[src/rtl/sipo_collector.sv]
// ---------------------------------------------------------------------------
// sipo_collector
//
// Serial-in / parallel-out frame assembler. Words arriving one at a time on a
// valid/ready stream are packed into a LENGTH-slot frame, which is then
// presented downstream on its own valid/ready handshake. A frame can be closed
// early with flush, in which case the unwritten slots stay zero.
//
// Ports:
//   clk        clock, all state updates on the rising edge
//   reset_n    asynchronous active-low reset
//   in_valid   upstream has a word on in_data
//   in_data    serial data word
//   in_ready   collector accepts a word this cycle (FILL state, out of reset)
//   flush      close the current partial frame
//   out_valid  out_data/out_count hold a complete frame (FULL state)
//   out_ready  downstream takes the frame
//   out_data   assembled frame, index 0 = first word received
//   out_count  number of real words in the frame (1..LENGTH)
//   busy       frame partially filled or held in FULL
// ---------------------------------------------------------------------------
module sipo_collector #(
  parameter int DATA_WIDTH = 8,
  parameter int LENGTH     = 4
) (
  input  logic                          clk,
  input  logic                          reset_n,
  input  logic                          in_valid,
  input  logic [DATA_WIDTH-1:0]         in_data,
  output logic                          in_ready,
  input  logic                          flush,
  output logic                          out_valid,
  input  logic                          out_ready,
  output logic [DATA_WIDTH-1:0]         out_data [0:LENGTH-1],
  output logic [$clog2(LENGTH+1)-1:0]   out_count,
  output logic                          busy
);

  localparam int CW = $clog2(LENGTH + 1);
  localparam logic [CW-1:0] LAST_IDX  = CW'(LENGTH - 1);
  localparam logic [CW-1:0] FULL_CNT  = CW'(LENGTH);

  typedef enum logic {
    FILL = 1'b0,
    FULL = 1'b1
  } state_e;

  state_e                state_q, state_d;
  logic [CW-1:0]         count_q, count_d;
  logic [CW-1:0]         outCount_q, outCount_d;
  logic [DATA_WIDTH-1:0] slots_q [0:LENGTH-1];
  logic [DATA_WIDTH-1:0] slots_d [0:LENGTH-1];
  logic                  accept;

  // in_ready is gated by reset_n so upstream sees "not ready" while the
  // collector is held in reset, and depends only on state, never on out_ready.
  assign in_ready  = reset_n && (state_q == FILL);
  assign accept    = in_valid && in_ready;
  assign out_valid = (state_q == FULL);
  assign out_count = outCount_q;
  assign out_data  = slots_q;
  assign busy      = (count_q != '0) || (state_q == FULL);

  // Next-state logic. The slot write uses a compare loop rather than a direct
  // index because count is one bit wider than the slot index.
  always_comb begin
    state_d    = state_q;
    count_d    = count_q;
    outCount_d = outCount_q;
    slots_d    = slots_q;

    case (state_q)
      FILL: begin
        if (accept) begin
          for (int i = 0; i < LENGTH; i++) begin
            if (count_q == CW'(i)) begin
              slots_d[i] = in_data;
            end
          end
          count_d = count_q + CW'(1);
          if (count_q == LAST_IDX) begin
            // last slot filled: frame is complete regardless of flush
            state_d    = FULL;
            outCount_d = FULL_CNT;
          end else if (flush) begin
            // word stored together with the flush that closes the frame
            state_d    = FULL;
            outCount_d = count_q + CW'(1);
          end
        end else if (flush && (count_q != '0)) begin
          state_d    = FULL;
          outCount_d = count_q;
        end
      end

      FULL: begin
        if (out_ready) begin
          state_d    = FILL;
          count_d    = '0;
          outCount_d = '0;
          for (int i = 0; i < LENGTH; i++) begin
            slots_d[i] = '0;
          end
        end
      end
    endcase
  end

  always_ff @(posedge clk or negedge reset_n) begin
    if (!reset_n) begin
      state_q    <= FILL;
      count_q    <= '0;
      outCount_q <= '0;
      for (int i = 0; i < LENGTH; i++) begin
        slots_q[i] <= '0;
      end
    end else begin
      state_q    <= state_d;
      count_q    <= count_d;
      outCount_q <= outCount_d;
      slots_q    <= slots_d;
    end
  end

endmodule

[config.mk]
export PLATFORM = sky130hd
export DESIGN_NAME = sipo_collector
export DESIGN_NICKNAME = d
export VERILOG_FILES = /design/src/rtl/sipo_collector.sv
export SDC_FILE = /design/constraint.sdc
export NUM_CORES = 1
export LEC_CHECK = 0
export CORE_MARGIN = 2
export CORE_UTILIZATION = 23
export DETAILED_ROUTE_END_ITERATION = 16
export HOLD_SLACK_MARGIN = 0.02
export SETUP_SLACK_MARGIN = 0.2
export SKIP_CTS_REPAIR_TIMING = 1
export SLEW_MARGIN = 15
export SYNTH_ARGS = -nofsm -noshare
export SYNTH_HDL_FRONTEND = slang
export SYNTH_SLANG_ARGS = --single-unit
[constraint.sdc]
create_clock -name clk -period 2.9 [get_ports clk]
set_clock_uncertainty 0.15 [all_clocks]
set_input_delay 0.29 -clock clk [delete_from_list [all_inputs] [get_ports clk]]
set_output_delay 0.29 -clock clk [all_outputs]
set_load 0.005 [all_outputs]
---- After elaboration in Yosys (flattened, before gate mapping) ----
Cells that the tools add are included.
storage, ports and cells
  bits in registers ....................... 39
  input bits .............................. 13
  word-level logic and storage cells ...... 53
operators by class
  add/subtract/negate cells ............... 1
  equal/unequal tests ..................... 11
  muxes and demuxes ....................... 21
  bitwise gates (word level) .............. 1
  reductions and logical operators ........ 12
operators with widths
  kind                   count
  $mux W32               2
  $pmux W32 S2           1
  $mux W8                4
  $mux W3                6
  $reduce_and A3 Y1      5
  $pmux W3 S2            2
  $ne A2 B1 Y1 const B   4
  $eq A3 B2 Y1 const B   2
  $mux W1                5
  $ne A2 B2 Y1 const B   2
  $ne A4 B3 Y1 const B   1
  $add A3 B1 Y3 const B  1
  $eq A3 B1 Y1 const B   1
  $logic_and A1 B1 Y1    3
  $logic_not A3 Y1       1
  $ne A3 B2 Y1 const B   1
  $reduce_bool A3 Y1     1
  $pmux W1 S2            1
  $reduce_and A2 Y1      1
  $logic_or A1 B1 Y1     1
  $not A1 Y1             1

---- Longest topological paths before layout ----
Gate-level depths: netlist (run 1).
  word-level depth ........................ 5
  depth in mapped cells ................... 7

---- Worst setup path before layout (run 1) ----
No wires, ideal clock.
  kind .................................... register -> register
  start point ............................. reg count_q[1]
  end point ............................... reg state_q (netlist: out_valid)
  library setup time ...................... 0.127 ns
  arrival ................................. 1.565 ns
  required time ........................... 2.623 ns
  setup slack ............................. 1.057 ns
  stages on the path, launching flop included .. 6
  buffers on the path ..................... 0
  cells stage by stage .................... dfrtp_1 > ha_1 > ha_1 > or2_2 > and3b_1 > or2_2
between the ends
  word-level cells in the longest chain between the ends .. 5
  elaborated cells between the ends (all ways) .. 7
  those cells by class .................... eq/ne (1); mux (4); reduce/logical (2)
ends and longest elaborated chain
  element                   RTL line  text
  start: declaration        49        logic [CW-1:0] count_q, count_d;
  start signal: assignment  119       count_q <= count_d;
  $reduce_bool A3 Y1        90        end else if (flush && (count_q != '0)) begin
  $logic_and A1 B1 Y1       90
  $mux W1                   90
  $mux W1 *                 74        if (accept) begin
  $pmux W1 S2 *             72        case (state_q)
  net state_d               48        state_e state_q, state_d;
  end signal: assignment    118       state_q <= state_d;
  end: declaration          48
Mark *: on every way through the listed nets, which the timed path passes. The rest lies on a longest branch.
A chain may end at the register's enable or synchronous reset.

---- Worst setup path after layout (run 1) ----
  start point ............................. reg state_q (netlist: out_valid)
  end point ............................... out busy
between the ends
  word-level cells in the longest chain between the ends .. 1
ends and longest elaborated chain
  element             RTL line  text
  $logic_or A1 B1 Y1  62        assign busy = (count_q != '0) || (state_q == FULL);
  end: declaration    36        output logic busy
No other way between the ends.

==> metrics.md, run 1 <==
| Metric | Value |
|---|---|
| Synth async-reset ratio | 100% |
| Max cap viols | 0 |
| IO buf count | 50 |
| Grt ovf | 0 |
| Switching share of power | 32.3% |
| RePlAce Congestion | 0.708 |
| Hold Vio Cnt, Final | 0 |
| Comb power frac | 47.5% |
| Sequential area share after synthesis | between 50% and 60% |
| Final setup violation count | 0 |
| RSZ-0062 raised after global routing | no |
| Die W | 94.9 um |
| R2r startpoint | out_valid |
| Clock share of power | around 14% |
| P_int | 0.00175 W |
| Root buf cell | clkbuf_8 |
| CTS tree | built |
| H-tree Lvls | 2 |
| Post-synth top area share | 51.3% |
| Vias | 1275 |
| Sink Count | 39 |
| Syn Nets | 165 |
| Tot Pwr | about 0.0026 W |
| Final #Nets | 221 |
| Initial core utilization | between 20% and 30% |
| Worst Path Max Fanout | 17 |
| Vias in the first global route | 1303 |
| Post-Syn Area | 1900 um^2 |
| WL final | 4.25 mm |
| Max Slew Vio Count | 0 |
| Worst hold path type | register to register |
| Worst EP required | roughly 2.5 ns |
| Worst vdd ir | around 0.25 mV |
| Rel. slew slack | between 50 and 60% |
| WL per Instance | 13.7 um |
| # rows | 33 |
| Switch Pwr | 0.000834 W |
| Place WS | about 0.66 ns |
| Area post-placement | 2480 um^2 |
| Area grow syn2layout | 36.9% |
| Die height | 94.9 um |
| Largest net degree at the start of global routing | 41 |
| Clock transition at path regs | ~0.080 ns |
| Pre-Repair DR Iteration Count | 4 |
| Reg2Reg Setup Slack | 0.89 ns |
| First-pass GRT wire length | 6.88 mm |
| Share of cells above drive strength 1 | a little under a quarter |
| GRT Overall Usage | approximately a tenth |
| Max Clk Rate | 448 MHz |
| Cell accounting for the most synthesized area | dfrtp_1 |
| Syn avg cell area | 12.9 um^2 |
| Clk Latency, worst-skew pair | 0.28 ns |
| Post-synth EDFFs | 0 |
| Synth Instances | 147 |
| Pwr dens | 993 nW/um^2 |
| Critical Path AT | 1.79 ns |
| Vias per inst | 4.13 |
| # DRC | 0 |
| Period Utilization, post-route | between 70 and 80% |
| Min Tclk post-route | 2.23 ns |
| TritonCTS Buffers | 5 |
| Clock Path Buffers | 2 |
| Reg2Reg Depth | 4 |
| Starting DRT DRC Count | 74 |
| Top cells by area, synth | dfrtp_1, mux2_2, mux2_1, nor2b_1, ha_1 |
| Io pins | 51 |
| Final Util | 32.0% |
| Worst setup margin | 0.668 ns |
| Final setup TNS | 0 ns |
| Top cells by count, synth | dfrtp_1, mux2_2, inv_1 |
| Slew of the pin with the lowest slew margin | 0.706 ns |
| Crit path launch | out_valid |
| Antenna cell count | 0 |
| Leakage | 1.18 nW |
| Layout Cell Area excl Fill | 2600 um^2 |
| HPWL Detailed | 3.17 mm |
| Initial antenna violation count | 0 |
| Ys Warns | 0 |
| Post-synth top flop | dfrtp_1 |
| Startpoint types | register |
| Fill cells | a little over 800 |
| Final ANT Viol Nets | 0 |
| Flop pwr share | 38.8% |
| Worst r2r dst | out_data[20] |
| Die footprint | 9010 um^2 |
| End point of the critical path | busy |
| Synth Register Bits | 39 |
| Number of library cell types mapped by synthesis | 32 |
| Outcome | finished clean |
| WS Path Type | register to output port |
| Core area | 8130 um^2 |
| Most common cell in the synthesized netlist | dfrtp_1 |
| Setup crit end kind | output port |
worst max-delay path, cell delays in order, from the launching register on:
cell and delay (ns):
dfrtp_1 0.80, nor2_1 0.11, nand2_1 0.10, clkdlybuf4s50_1 0.50
registers in the layout, summed over array words and instances (netlist names):
name	flops
out_data	32
out_valid	1
out_count	3
count_q	3
cells by family after synthesis:
group                      count (synthesis)  synth area share, %
muxes                                     26                 15.3
xor gates and xnor gates                   1                0.461
buffers and inverters                     20                 6.84
DFF                                       39                 51.3
adders and majority gates                  5                 3.29
AOI/OAI and AO/OA                         30                 13.5
and+or+nand+nor                           26                 9.28
power by group through the flow:
stage          clock (W)  combinational [W]  sequential, W
2_1_floorplan          0           0.000650       0.000959
3_3_place_gp           0            0.00123        0.00102
3_5_place_dp           0            0.00124        0.00102
4_1_cts         0.000372            0.00125        0.00101
5_1_grt         0.000388            0.00135        0.00104
6_report        0.000354            0.00123        0.00100
per-layer routing:
layer	track usage, %	up-vias	share of wire, %
met2	15.5	25	49
li1	-	624	-
met1	13.5	624	45
met3	2.79	2	4.9
met4	3.26	0	0.49
met5	0	-	0
final cells by class:
type	instances	area [um^2]	share of cell area, %
timing repair buffer	57	571	21.9
tap	105	131	5.05
multi-input combinational	88	796	30.6
clock inverter	2	12.5	0.481
inverter	12	45.0	1.73
clock buffer	6	72.6	2.79
sequential	39	976	37.5
through the flow:
stage	instances	hold WS (ns)
4_1_cts	307	-0.0416
6_report	309	0.337
5_1_grt	309	0.354
3_3_place_gp	299	0.278
2_1_floorplan	147	-0.156
3_5_place_dp	299	0.274
how the worst min path moves through the flow:
stage | start | endpoint | slack [ns] | cells past startpoint
final | out_data[4] | out_data[4] | 0.34 | 1
after global routing | out_data[4] | out_data[4] | 0.35 | 1
after detailed placement | reset_n | out_data[14] | 0.27 | 2
after CTS | reset_n | out_count[2] | -0.04 | 2
after floorplan | reset_n | count_q[0] | -0.16 | 0
after global placement | reset_n | out_count[2] | 0.28 | 2
placed cells by master (no fill, tap or decap), types with 3 or more instances in the layout:
| master | instances |
|---|---|
| a211oi_1 | 8 |
| a21o_1 | 3 |
| a21o_2 | 6 |
| a22o_1 | 3 |
| buf_4 | 5 |
| clkbuf_8 | 5 |
| clkdlybuf4s50_1 | 49 |
| dfrtp_1 | 39 |
| ha_1 | 5 |
| inv_1 | 12 |
| mux2_1 | 8 |
| mux2_2 | 17 |
| nand2_1 | 3 |
| nor2_1 | 4 |
| nor2b_1 | 11 |
| or2_2 | 3 |
Power figures use the tool's default switching activity.
==> run 2: changes to the inputs <==
==> constraint.sdc (replaced) <==
create_clock -name clk -period 1.9 [get_ports clk]
set_clock_uncertainty 0.15 [all_clocks]
set_input_delay 0.19 -clock clk [delete_from_list [all_inputs] [get_ports clk]]
set_output_delay 0.19 -clock clk [all_outputs]
set_load 0.005 [all_outputs]
==> run 2 against run 1 <==
Effect of this change: register-to-register slack worse by 0.80 ns; final cell count increased by 8.1%; sequential power is 45% higher; routed wire length grew 13%; hold slack worse by 0.12 ns; first-iteration DRC count decreased by 55%; clock power increased by 55%.
==> metrics.md, run 2 (synthesis gave the netlist of run 1 again) <==
| Metric | Value |
|---|---|
| Multi-input logic area | 921 um^2 (was 796 um^2) |
| Reg2Reg Depth | 6 (was 4) |
| Antenna cell count | 0 (unchanged) |
| Io pins | 51 (unchanged) |
| Min Tclk post-route | 1.81 ns |
| Share of cells above drive strength 1 | 41.9% (was 22.5%) |
| RSZ-0062 raised after global routing | yes (was no) |
| HPWL Detailed | 3.50 mm (was 3.17 mm) |
| Initial core utilization | 23.4% (unchanged) |
| Initial antenna violation count | 0 (unchanged) |
| Layout Cell Area excl Fill | 2940 um^2 (was 2600 um^2) |
| Area post-placement | 2620 um^2 (was 2480 um^2) |
| Sink Count | 39 (unchanged) |
| Pre-Repair DR Iteration Count | 4 (unchanged) |
| Hold Vio Cnt, Final | 0 (unchanged) |
| Die footprint | 9010 um^2 (unchanged) |
| # DRC | 0 (unchanged) |
| Final setup violation count | 0 (unchanged) |
| TritonCTS Buffers | 5 (unchanged) |
| Largest net degree at the start of global routing | 35 (was 41) |
| # rows | 33 (unchanged) |
| Setup crit end kind | register (was output port) |
| Max cap viols | 0 (unchanged) |
| Pwr dens | 1540 nW/um^2 (was 993 nW/um^2) |
| Clk Latency, worst-skew pair | 0.29 ns (was 0.28 ns) |
| Grt ovf | 0 (unchanged) |
| Max reg flops | 32 (unchanged) |
| DP Cell Count | 315 (was 299) |
| Slowest CP cell | dfrtp_1 (unchanged) |
| Starting DRT DRC Count | 33 (was 74) |
| Final ANT Viol Nets | 0 (unchanged) |
| Rel. slew slack | 69.7% (was 52.9%) |
| WS Path Type | register to register (was register to output port) |
| Outcome | finished clean (unchanged) |
| Die W | 94.9 um (unchanged) |
| Slew of the pin with the lowest slew margin | 0.455 ns (was 0.706 ns) |
| Most common cell after layout, fill and taps aside | clkdlybuf4s50_1 (unchanged) |
| Reg2Reg Setup Slack | 0.09 ns (was 0.89 ns) |
| Area occupied by registers | 977 um^2 (was 976 um^2) |
| Area grow syn2layout | 54.7% (was 36.9%) |
| Vias in the first global route | 1415 (was 1303) |
| Worst Path Max Fanout | 4 (was 17) |
| Critical path, cell by cell | buf_6, ha_4, ha_4, or2_4, and3b_2, or2_4 (was nor2_1, nand2_1, clkdlybuf4s50_1) |
| Leakage | 1.36 nW (was 1.18 nW) |
| R2r startpoint | count_q[0] (was out_valid) |
| Critical Path AT | 1.85 ns (was 1.79 ns) |
| Max Slew Vio Count | 0 (unchanged) |
| Core area | 8130 um^2 (unchanged) |
| Worst r2r dst | out_valid (was out_data[20]) |
| Clock Path Buffers | 2 (unchanged) |
| Place WS | -0.0307 ns (was 0.658 ns) |
| RePlAce Congestion | 0.757 (was 0.708) |
| CTS tree | built (unchanged) |
| Fill cells | 783 (was 818) |
| WL final | 4.80 mm (was 4.25 mm) |
| Max Clk Rate | 551 MHz |
| IO buf count | 50 (unchanged) |
| Worst EP required | 1.93 ns (was 2.46 ns) |
| WL per Instance | 14.4 um (was 13.7 um) |
| Clock transition at path regs | 0.08 ns (about the same) |
| Commonest non-fill, non-tap cells in the layout | clkdlybuf4s50_1, dfrtp_1, buf_4 (was clkdlybuf4s50_1, dfrtp_1, mux2_2) |
| Worst hold path type | primary input to asynchronous set/reset pin (was register to register) |
| Vias | 1381 (was 1275) |
| Worst setup margin | 0.0866 ns (was 0.668 ns) |
| Startpoint types | register (unchanged) |
| Root buf cell | clkbuf_8 (unchanged) |
| Period Utilization, post-route | between 90% and 100% |
| Final std cells w/o fill | 334 (was 309) |
| Tot Pwr | 0.00454 W (was 0.00258 W) |
| Worst vdd ir | 0.726 mV (was 0.255 mV) |
| Die height | 94.9 um (unchanged) |
| Peak per-stage delay on the critical path | 0.42 ns (was 0.80 ns) |
| GRT Overall Usage | 10.9% (was 9.99%) |
| Final setup TNS | 0 ns (unchanged) |
| Final #Nets | 246 (was 221) |
| First-pass GRT wire length | 7.46 mm (was 6.88 mm) |
| H-tree Lvls | 2 (unchanged) |
| Vias per inst | 4.13 (about the same) |
==> run 2: worst max-delay path by stage <==
stage	start	to	depth (start not counted)
6_report	count_q[0]	out_valid	6
3_5_place_dp	count_q[0]	out_count[1]	6
3_3_place_gp	out_ready	out_data[2]	4
4_1_cts	out_valid	busy	3
2_1_floorplan	count_q[1]	out_valid	5
5_1_grt	count_q[0]	out_valid	6
==> run 2: through the flow <==
| step | hold WS (ns) | util, % |
|---|---|---|
| CTS | -0.422 | 33.3 |
| finish | 0.213 | 36.2 |
| detailed placement | -0.105 | 32.2 |
| global route | 0.222 | 36.2 |
| global placement | -0.108 | 32.2 |
| floorplan | -0.256 | - |
==> run 2: where the power goes <==
| group | internal (W) | switching [W] |
|---|---|---|
| sequential | 0.00122 | 0.000233 |
| combinational | 0.00162 | 0.000918 |
| clock | 0.000251 | 0.000297 |
| total | 0.00309 | 0.00145 |
==> run 2: layer usage <==
metal | share of wire (%) | vias up | GRT usage (%)
li1 | - | 677 | -
met2 | 49 | 26 | 17.6
met1 | 46 | 673 | 13.8
met3 | 3.9 | 5 | 3.11
met5 | 0 | - | 0
met4 | 1.2 | 0 | 4.11
==> run 2: area by class of cell <==
type | count | area share (%)
clock buffer | 5 | 2.34
clock inverter | 3 | 0.510
inverter | 12 | 1.53
multi-input combinational | 88 | 31.3
sequential | 39 | 33.2
tap | 105 | 4.46
timing repair buffer | 82 | 26.7
==> run 2: critical path, delay by kind of cell (launching register included) <==
kind | cells | cell delay, ns
AND/OR/NAND/NOR | 3 | 0.67
adder cells (fa/ha/maj) | 2 | 0.32
buffers and inverters | 1 | 0.14
flip-flops | 1 | 0.42
==> run 3: changes to the inputs <==
--- a/config.mk
+++ b/config.mk
@@ -6,9 +6,10 @@
 export NUM_CORES = 1
 export LEC_CHECK = 0
 export CORE_MARGIN = 2
-export CORE_UTILIZATION = 23
+export CORE_UTILIZATION = 43
 export DETAILED_ROUTE_END_ITERATION = 16
 export HOLD_SLACK_MARGIN = 0.02
+export PLACE_DENSITY = 0.75
 export SETUP_SLACK_MARGIN = 0.2
 export SKIP_CTS_REPAIR_TIMING = 1
 export SLEW_MARGIN = 15
==> run 3 against run 2 <==
Effect of this change: clock-buffer cell count stayed put; die area is 45% lower; via count is 3.1% higher; largest power group unchanged.
==> metrics.md, run 3 (synthesis gave the netlist of run 1 again) <==
| Metric | Value |
|---|---|
| Outcome | finished clean (unchanged) |
| Most frequent CP cell | buf_4 |
| Max Slew Vio Count | 0 (unchanged) |
| Period Utilization, post-route | 93.8% (was 95.4%) |
| Io pins | 51 (unchanged) |
| IO buf count | 50 (unchanged) |
| Clock Path Buffers | 2 (unchanged) |
| Worst Path Max Fanout | 8 (was 4) |
| CTS tree | built (unchanged) |
| Final setup TNS | 0 ns (unchanged) |
| Final setup violation count | 0 (unchanged) |
| RePlAce Congestion | 0.808 (was 0.757) |
| Worst vdd ir | 0.902 mV (was 0.726 mV) |
| WHS | 0.300 ns (was 0.213 ns) |
| # rows | 24 (was 33) |
| Critical path, cell by cell | buf_4, inv_2, ha_2, nor4b_4, buf_4, a211oi_1, a21o_2 (was buf_6, ha_4, ha_4, or2_4, and3b_2, or2_4) |
| Startpoint types | register (unchanged) |
| Area grow syn2layout | 50.1% (was 54.7%) |
| Max Clk Rate | 561 MHz (was 551 MHz) |
| Worst EP required | 1.93 ns (about the same) |
| Critical path buffer and inverter count | 3 (was 1) |
| Slew of the pin with the lowest slew margin | 0.392 ns (was 0.455 ns) |
| Pre-Repair DR Iteration Count | 4 (unchanged) |
| Most common cell after layout, fill and taps aside | clkdlybuf4s50_1 (unchanged) |
| TritonCTS Buffers | 5 (unchanged) |
| Final #Nets | 242 (was 246) |
| Vias in the first global route | 1483 (was 1415) |
| Final std cells w/o fill | 276 (was 334) |
| Die footprint | 4970 um^2 (was 9010 um^2) |
| Leakage | 1.36 nW (about the same) |
| WL per Instance | 17.2 um (was 14.4 um) |
| Vias per inst | 5.16 (was 4.13) |
| Pwr dens | 1620 nW/um^2 (was 1540 nW/um^2) |
| Root buf cell | clkbuf_8 (unchanged) |
| Critical Path AT | 1.81 ns (was 1.85 ns) |
| Initial core utilization | 44.3% (was 23.4%) |
| Starting DRT DRC Count | 80 (was 33) |
| Clock transition at path regs | 0.07 ns (was 0.08 ns) |
| Sink Count | 39 (unchanged) |
| Slowest CP cell | dfrtp_2 (was dfrtp_1) |
| Peak per-stage delay on the critical path | 0.44 ns (was 0.42 ns) |
| DP Cell Count | 256 (was 315) |
| Die W | 70.5 um (was 94.9 um) |
| Worst hold path type | primary input to asynchronous set/reset pin (unchanged) |
| CP top delay family | flip-flops (was simple AND/OR/NAND/NOR gates) |
| GRT Overall Usage | 19.3% (was 10.9%) |
| Hold Vio Cnt, Final | 0 (unchanged) |
| RSZ-0062 raised after global routing | yes (unchanged) |
| HPWL Detailed | 3.39 mm (was 3.50 mm) |
| WS Path Type | register to register (unchanged) |
| Vias | 1424 (was 1381) |
| Initial antenna violation count | 0 (unchanged) |
| Largest net degree at the start of global routing | 32 (was 35) |
| Min Tclk post-route | 1.78 ns (was 1.81 ns) |
| Tot Pwr | 0.00463 W (was 0.00454 W) |
| # DRC | 0 (unchanged) |
| Rel. slew slack | 73.9% (was 69.7%) |
| Fill cells | 321 (was 783) |
| Die height | 70.5 um (was 94.9 um) |
| Max reg flops | 32 (unchanged) |
| Setup crit end kind | register (unchanged) |
| H-tree Lvls | 2 (unchanged) |
| Final ANT Viol Nets | 0 (unchanged) |
| Antenna cell count | 0 (unchanged) |
| Share of cells above drive strength 1 | 39.3% (was 41.9%) |
| Clk Latency, worst-skew pair | 0.28 ns (was 0.29 ns) |
| Core area | 4290 um^2 (was 8130 um^2) |
| First-pass GRT wire length | 7.36 mm (was 7.46 mm) |
| Final Util | 66.5% (was 36.2%) |
| Max cap viols | 0 (unchanged) |
| WL final | 4.76 mm (was 4.80 mm) |
| Grt ovf | 0 (unchanged) |
| Commonest non-fill, non-tap cells in the layout | clkdlybuf4s50_1, dfrtp_1, buf_4 (unchanged) |
## run 3: cell types whose count changed in the layout (fill, tap and decap cells not counted), moves of 2 or more
cell      delta
clkinv_2     -3
mux2_2       -7
mux2_1       +2
a211oi_2     -3
mux2_4       +5
dfrtp_2      +3
buf_6        -6
dfrtp_1      -3
a211oi_1     +3
## run 3: power by group
part           switching [W]  internal (W)
registers           0.000276       0.00122
logic               0.000894       0.00157
clock network       0.000281      0.000384
## run 3: through the flow
stage,area [um^2],worst slack (ns)
after global placement,2510,0.0194
after detailed placement,2510,-0.0100
after global routing,2860,0.0402
final,2860,0.118
after CTS,2620,-0.104
after floorplan,1920,0.211
## run 3: worst min-delay path, delay by kind of cell
| family | cells | cell delay [ns] |
|---|---|---|
| buffers and inverters | 3 | 0.89 |
## run 3: cell type report
class | instances | area, um^2 | area share (%)
clock inverters | 2 | 37.5 | 1.31
clock buffers | 5 | 68.8 | 2.41
repair buffers | 78 | 744 | 26.1
well taps | 52 | 65.1 | 2.28
inverters | 12 | 45.0 | 1.58
flip-flops and latches | 39 | 981 | 34.4
multi-input cells | 88 | 913 | 32.0
## run 3: final timing paths
| kind | startpoint | to | slack, ns | cells past startpoint |
|---|---|---|---|---|
| worst max-delay path | count_q[1] | out_data[16] | 0.12 | 7 |
| min in group clk | out_data[0] | out_data[0] | 0.36 | 1 |
| worst max register to register | count_q[1] | out_data[16] | 0.12 | 7 |
| max in group asynchronous | reset_n | out_data[0] | 0.91 | 3 |
| worst min-delay path | reset_n | out_data[16] | 0.30 | 3 |
| worst min register to register | out_data[0] | out_data[0] | 0.36 | 1 |
## run 3: metal layers
layer | wire length, um | track usage [%] | up-vias
li1 | - | - | 669
met1 | 2070 | 24.6 | 699
met4 | 40 | 5.13 | 0
met5 | 0 | 0 | -
met3 | 274 | 5.92 | 4
met2 | 2370 | 31.9 | 52
